### src/rtl/mem_stage_ctrl.sv
// ---------------------------------------------------------------------------
// mem_stage_ctrl
//   MEM-stage controller for a 5-stage pipeline. Turns a load/store held in
//   EX/MEM into a single registered request to a variable-latency memory,
//   freezes the upstream pipeline while the access is outstanding, and
//   resolves taken branches (pc_src / flush) when the stage is not stalled.
//
// Optional feature macro: MEM_TIMEOUT_EN
//   Defined   -> a WAIT-cycle counter aborts an access after TIMEOUT_CYCLES
//                cycles without mem_ack and raises the sticky mem_error.
//   Undefined -> WAIT persists until mem_ack; mem_error is tied to 0.
//
// Ports
//   CLOCK, RESET                 rising-edge clock, async active-high reset
//   valid_in, isBranch_in,       EX/MEM control flags
//   alu_zero_in, memRead_in,
//   memwrite_in
//   alu_result_in                access address
//   write_data_mem_in            store data
//   shifted_PC_in                branch target
//   mem_ack, mem_rdata           memory completion and load data
//   mem_req, mem_we, mem_addr,   registered memory request
//   mem_wdata
//   stall, flush, pc_src         pipeline control (combinational)
//   branch_target                next PC on a taken branch
//   load_data, load_valid        captured load result, one-cycle valid
//   stall_count                  saturating count of stalled cycles
//   mem_error                    sticky timeout flag
//   fsm_state                    current controller state, for observation
//
// Handshake: mem_req rises on the edge that leaves IDLE and, together with
// mem_we/mem_addr/mem_wdata, holds steady until the edge on which mem_ack=1
// is sampled in WAIT. mem_ack seen in any other state has no effect.
// ---------------------------------------------------------------------------
module mem_stage_ctrl #(
  parameter int TIMEOUT_CYCLES = 255,
  parameter int CNT_W          = 16
) (
  input  logic             CLOCK,
  input  logic             RESET,
  input  logic             valid_in,
  input  logic             isBranch_in,
  input  logic             alu_zero_in,
  input  logic             memRead_in,
  input  logic             memwrite_in,
  input  logic [63:0]      alu_result_in,
  input  logic [63:0]      write_data_mem_in,
  input  logic [63:0]      shifted_PC_in,
  input  logic             mem_ack,
  input  logic [63:0]      mem_rdata,
  output logic             mem_req,
  output logic             mem_we,
  output logic [63:0]      mem_addr,
  output logic [63:0]      mem_wdata,
  output logic             stall,
  output logic             flush,
  output logic             pc_src,
  output logic [63:0]      branch_target,
  output logic [63:0]      load_data,
  output logic             load_valid,
  output logic [CNT_W-1:0] stall_count,
  output logic             mem_error,
  output logic [1:0]       fsm_state
);

  typedef enum logic [1:0] {
    IDLE = 2'd0,
    WAIT = 2'd1,
    RESP = 2'd2
  } state_t;

  state_t state, state_nxt;
  logic   access;
  logic   timeout;

  assign access    = valid_in & (memRead_in | memwrite_in);
  assign fsm_state = state;

`ifdef MEM_TIMEOUT_EN
  localparam int TW = (TIMEOUT_CYCLES > 1) ? $clog2(TIMEOUT_CYCLES) : 1;
  logic [TW-1:0] wait_cnt;

  // wait_cnt holds the index of the current WAIT cycle (0-based), so the
  // abort fires on the edge that ends WAIT cycle number TIMEOUT_CYCLES.
  // An ack in that same cycle still wins.
  assign timeout = (state == WAIT) && !mem_ack &&
                   (wait_cnt == TW'(TIMEOUT_CYCLES - 1));

  always_ff @(posedge CLOCK or posedge RESET) begin
    if (RESET) begin
      wait_cnt  <= '0;
      mem_error <= 1'b0;
    end else begin
      if (state == IDLE)
        wait_cnt <= '0;
      else if (state == WAIT)
        wait_cnt <= wait_cnt + 1'b1;
      if (timeout)
        mem_error <= 1'b1;
    end
  end
`else
  assign timeout   = 1'b0;
  assign mem_error = 1'b0;
`endif

  // Next state and stall
  always_comb begin
    state_nxt = state;
    stall     = 1'b0;
    case (state)
      IDLE: begin
        if (access) begin
          stall     = 1'b1;
          state_nxt = WAIT;
        end
      end
      WAIT: begin
        stall = 1'b1;
        if (mem_ack || timeout)
          state_nxt = RESP;
      end
      RESP:    state_nxt = IDLE;
      default: state_nxt = IDLE;
    endcase
  end

  // A branch only redirects once the stage is free to advance.
  assign pc_src        = valid_in & isBranch_in & alu_zero_in & ~stall;
  assign flush         = pc_src;
  assign branch_target = shifted_PC_in;

  always_ff @(posedge CLOCK or posedge RESET) begin
    if (RESET) begin
      state       <= IDLE;
      mem_req     <= 1'b0;
      mem_we      <= 1'b0;
      mem_addr    <= '0;
      mem_wdata   <= '0;
      load_data   <= '0;
      load_valid  <= 1'b0;
      stall_count <= '0;
    end else begin
      state      <= state_nxt;
      load_valid <= 1'b0;
      if (stall && (stall_count != '1))
        stall_count <= stall_count + 1'b1;
      case (state)
        IDLE: begin
          if (access) begin
            mem_req   <= 1'b1;
            mem_we    <= memwrite_in;   // read+write together counts as a store
            mem_addr  <= alu_result_in;
            mem_wdata <= write_data_mem_in;
          end
        end
        WAIT: begin
          if (mem_ack) begin
            mem_req <= 1'b0;
            if (!mem_we) begin
              load_data  <= mem_rdata;
              load_valid <= 1'b1;
            end
          end else if (timeout) begin
            mem_req <= 1'b0;
            if (!mem_we) begin
              load_data  <= '0;
              load_valid <= 1'b1;
            end
          end
        end
        default: ;
      endcase
    end
  end

endmodule

### config.mk
export PLATFORM = sky130hd
export DESIGN_NAME = mem_stage_ctrl
export DESIGN_NICKNAME = d
export VERILOG_FILES = /design/src/rtl/mem_stage_ctrl.sv
export SDC_FILE = /design/constraint.sdc
export NUM_CORES = 1
export LEC_CHECK = 0
export CAP_MARGIN = 10
export CORE_AREA = 5 5 212 214
export CTS_BUF_LIST = sky130_fd_sc_hd__clkbuf_4
export DETAILED_ROUTE_END_ITERATION = 7
export DIE_AREA = 0 0 217 219
export SETUP_SLACK_MARGIN = 0.15
export SYNTH_ARGS = -nofsm -noshare
export SYNTH_HDL_FRONTEND = slang
export SYNTH_SLANG_ARGS = --single-unit
### constraint.sdc
create_clock -name CLOCK -period 8.15 [get_ports CLOCK]
set_input_delay 1.63 -clock CLOCK [delete_from_list [all_inputs] [get_ports CLOCK]]
set_output_delay 1.63 -clock CLOCK [all_outputs]
set_load 0.01 [all_outputs]
# After elaboration in Yosys (flattened, before gate mapping)
# Cells that the tools add are included.
[totals] output_inout_bits=281 ff_bits=213 wordCells=38
[op_classes] reduce_logical=7 n_bitwise=7 eq_ne=4 add_sub_neg=1 muxes=11
[ops] operator="16-bit by 1-bit adder with 16-bit output, second input constant" n=1
[ops] operator="16-bit != test, second input constant" n=1
[ops] operator="1-bit two-way mux" n=6
[ops] operator="3-bit AND reduction" n=2
[ops] operator="1-bit AND" n=4
[ops] operator="2-bit two-way mux" n=2
[ops] operator="2-bit != test, second input constant" n=2
[ops] operator="1-bit one-hot mux with 2 select lines" n=2
[ops] operator="2-bit one-hot mux with 2 select lines" n=1
[ops] operator="2-bit AND reduction" n=2
[ops] operator="2-bit by 1-bit equality test with 1-bit output, second input constant" n=1
[ops] operator="2-bit zero test" n=1
[ops] operator="1-bit NOT" n=2
[ops] operator="2-bit nonzero test" n=1
[ops] operator="1-bit logical AND" n=1
[ops] operator="1-bit OR" n=1

# Depth between registers and ports, before layout
[depth] depth_word=6 depth_mapped=7 mapped_depth_nobuf=5

# Worst setup path after synthesis
# Ideal clock, no wire load.
[synth_timing] kind="input to output" from="input memwrite_in" to="output pc_src" required_time_ps=6520 path_stages=5 arrival_ps=2459 slack_ps=4061 path_cell_list="o21ai_1 a21o_1 inv_1 nor2_1 buf_4"
[synth_between] elab_chain_len=6
[synth_rtl] item="start, declared" line="45" source="input logic memwrite_in,"
[synth_rtl] item="1-bit OR" line="76" source="assign access = valid_in & (memRead_in | memwrite_in);"
[synth_rtl] item="1-bit AND" line="76"
[synth_rtl] item="1-bit two-way mux" line="113" source="if (access) begin"
[synth_rtl] item="1-bit one-hot mux with 2 select lines" line="111" source="case (state)"
[synth_rtl] item="via stall" line="55" source="output logic stall,"
[synth_rtl] item="1-bit NOT" line="129" source="assign pc_src = valid_in & isBranch_in & alu_zero_in & ~stall;"
[synth_rtl] item="1-bit AND" line="129"
[synth_rtl] item="end, declared" line="57" source="output logic pc_src,"
# The timed path passes the listed nets, and every way through them passes these cells.

# Worst setup path in the final report
[layout_timing] from="input memwrite_in" to="output pc_src"
[layout_between] elab_chain_len=6
[layout_rtl] item="1-bit OR" line="76"
[layout_rtl] item="1-bit AND" line="76"
[layout_rtl] item="1-bit two-way mux" line="113"
[layout_rtl] item="1-bit one-hot mux with 2 select lines" line="111"
[layout_rtl] item="1-bit NOT" line="129"
[layout_rtl] item="1-bit AND" line="129"
# No other way between the ends.

==> impl_metrics.py <==
metrics = {
    "global_routing": {
        "grt-ovfl-total": 0,
        "grt_max_degree": 123,
        "grtUsageTotal_pct": 10.5,
        "antenna_found_initial": 1,
        "grt_pass1_vias": 6644,
        "grt_pass1_wl_um": 39500,
    },
    "power": {
        "total_power_mw": 5.38,
        "p_leak_nw": 6.10,
        "clkPwrFrac_pct": 18.8,
        "swShare_pct": 30.6,
        "power_frac_seq_pct": 35.2,
        "power_density_mw_per_mm2": 382,
        "p_sw_mw": 1.65,
        "p_comb_share_pct": 46.1,
        "peakVddDrop_mv": 0.203,
        "p_int_mw": 3.73,
    },
    "floorplan": {
        "die_x_um": 217,
        "fp.dieH_um": 219,
        "dieArea_mm2": 0.0475,
        "rows": 76,
        "design.portCount": 545,
        "core_area_mm2": 0.0427,
        "start_util_pct": 21.3,
    },
    "worst_setup_path": {
        "crit_path_frequent_cell": "clkdlybuf4s50_1",
        "crit_chain": "clkdlybuf4s50_1 > o21ai_1 > a21o_1 > inv_1 > nor2_1 > clkdlybuf4s50_1",
        "cp_data_required_time_ns": 6.52,
        "cpMaxStageDelayCell": "clkdlybuf4s50_1",
        "crit_family": "buffers and inverters",
        "critPathMaxFanout": 13,
        "end_kind": "output port",
        "crit_buf_inv": 3,
        "cp-start-kind": "input port",
        "cpPeakStageDelay_ns": 0.56,
        "critPathKind": "input port to output port",
        "worstPathArrival_ns": 3.66,
    },
    "clock_network": {
        "numCtsBuffers": 60,
        "ctsResizeCount": 0,
        "post-cts-setup-buffers": 0,
        "htree_num_levels": 2,
        "numClockSinks": 213,
        "hold_buffers": 0,
        "insertion_delay_ns": 0.72,
        "root_buffer": "clkbuf_4",
        "cts_tree": "done",
        "clk_pin_slew_worst_paths_ns": 0.06,
        "cts.path.max_buffers": 3,
    },
    "sta": {
        "skew_ns": 0.0392,
        "period_share_pct": 64.9,
        "grt_setup_unrepaired": "false",
        "slew_viol_final": 0,
        "fmax_mhz": 189,
        "setup_tns_ns": 0,
        "finalCriticalPeriod_ns": 5.29,
        "slew_headroom_pct": 32.5,
        "worst-slew-pin-transition_ns": 1.01,
        "hold_viol_final": 0,
        "finalSetupViolCount": 0,
    },
    "route": {
        "vias": 5985,
        "wl_um": 26000,
        "met3_wirelength_um": 2940,
        "wl_met2_um": 12400,
        "wl_per_cell_um": 16.7,
        "vias_per_cell": 3.85,
        "dr.pass1.iters": 4,
        "top_layer": "met4",
        "drc": 0,
        "drt-initial-drc-count": 216,
        "wl_met1_um": 10000,
        "antenna_left": 0,
    },
    "layout": {
        "drive_gt1_share_pct": 29.5,
        "nets": 1223,
        "final_cell_mix": "clkdlybuf4s50_1 (415), dfrtp_1 (213), mux2_4 (100)",
        "layout_commonest_cell": "clkdlybuf4s50_1",
        "fin_cells": 1553,
        "fillers": 4263,
        "syn_to_final_growth_pct": 54.8,
    },
    "placed_design": {
        "portBuffers": 415,
        "routabilityCongestion": 0.758,
        "hpwl_um": 18900,
        "placed_cells": 1442,
    },
    "synthesis": {
        "synth_area_mm2": 0.00909,
        "synth_area_leaders": "dfrtp_1 (59%), mux2_4 (17%), mux2_2 (11%)",
        "yosysTopAreaCellShare_pct": 58.7,
        "yosys_warnings": 0,
        "ys_seq_area_share_pct": 58.7,
        "synth_nets": 834,
        "synth.distinct_cells": 37,
        "yosys.area.top_type": "dfrtp_1",
        "syn_inst": 569,
        "synth.ff_latch_count": 213,
        "syn_avg_cell_area_um2": 16.0,
    },
    "outcome": {
        "outcome": "finished, final reports clean",
    },
    "min_path": {
        "hold_path.class": "flip-flop to flip-flop",
    },
    "run": {
        "cap_violations": 0,
    },
}
==> state kept, by name, indices dropped and copies added (netlist names) <==
name and count:
mem_wdata 64, mem_req 1, load_data 64, mem_addr 64, load_valid 1, mem_we 1
stall_count 16, fsm_state 2
==> power groups by stage <==
stage	clock, mW	combinational [mW]	sequential, mW
floorplan	0	0.937	2.12
CTS	1.08	2.53	1.90
finish	1.01	2.48	1.89
global placement	0	2.51	1.89
detailed placement	0	2.52	1.90
global route	1.13	2.63	1.97
==> cells in the mapped netlist, drive strengths merged <==
| cell type | number |
|---|---|
| nand2 | 10 |
| a21o | 1 |
| conb | 1 |
| a21oi | 3 |
| nor3b | 2 |
| or3 | 1 |
| ha | 1 |
| mux2 | 194 |
| nor3 | 6 |
| nand4 | 4 |
| and4 | 4 |
| nor4 | 3 |
| mux2i | 1 |
| and3 | 1 |
| nor2 | 3 |
| inv | 5 |
| nor4bb | 1 |
| clkbuf | 1 |
| xor2 | 12 |
| dfrtp | 213 |
| o21ai | 1 |
| a31oi | 1 |
| buf | 91 |
| nand3 | 5 |
| or2 | 1 |
| and2 | 1 |
| xnor2 | 2 |
==> cells by family (layout without fill, tap and decap cells) <==
group | after synthesis | after routing | synth area share, %
buffers and inverters | 97 | 534 | 8.10
other | 1 | 2 | 0.0413
adders and majority gates | 1 | 1 | 0.138
DFF | 213 | 213 | 58.7
xor gates and xnor gates | 14 | 14 | 1.35
muxes | 195 | 195 | 28.3
AOI/OAI and AO/OA | 6 | 6 | 0.372
and+or+nand+nor | 42 | 42 | 3.06
==> routing by layer <==
metal,global-route usage (%),vias to the layer above
met5,0,-
met4,3.86,0
met3,5.72,45
met2,16.7,319
met1,11.9,2905
li1,-,2716
==> path summary, 6_finish.rpt <==
kind | start | endpoint | slack [ns] | depth (start not counted)
setup reg to reg | fsm_state[1] | mem_wdata[18] | 5.94 | 3
hold reg to reg | load_data[57] | load_data[57] | 0.49 | 1
max in group asynchronous | RESET | mem_addr[52] | 5.63 | 3
min in group asynchronous | RESET | load_data[48] | 1.40 | 2
hold / removal | load_data[57] | load_data[57] | 0.49 | 1
setup / recovery | memwrite_in | pc_src | 2.86 | 6
==> layout make-up <==
| class | count | area [µm²] | area share [%] |
|---|---|---|---|
| Sequential cell | 213 | 5330 | 37.9 |
| Antenna cell | 1 | 2.50 | 0.0178 |
| Tap cell | 546 | 683 | 4.86 |
| Inverter | 5 | 26.3 | 0.187 |
| Clock inverter | 17 | 95.1 | 0.676 |
| Clock buffer | 93 | 698 | 4.96 |
| Multi-Input combinational cell | 259 | 3030 | 21.6 |
| Timing Repair Buffer | 419 | 4200 | 29.8 |
==> per-stage QoR <==
stage	hold WS [ns]	area (µm²)	setup WS [ns]	util [%]
2_1_floorplan	0.509	9090	0.697	-
3_3_place_gp	0.467	13300	2.86	31.1
4_1_cts	0.494	14100	2.82	32.9
6_report	0.491	14100	2.86	32.9
5_1_grt	0.512	14100	2.66	32.9
3_5_place_dp	0.478	13300	2.84	31.1
Power figures use the tool's default switching activity.
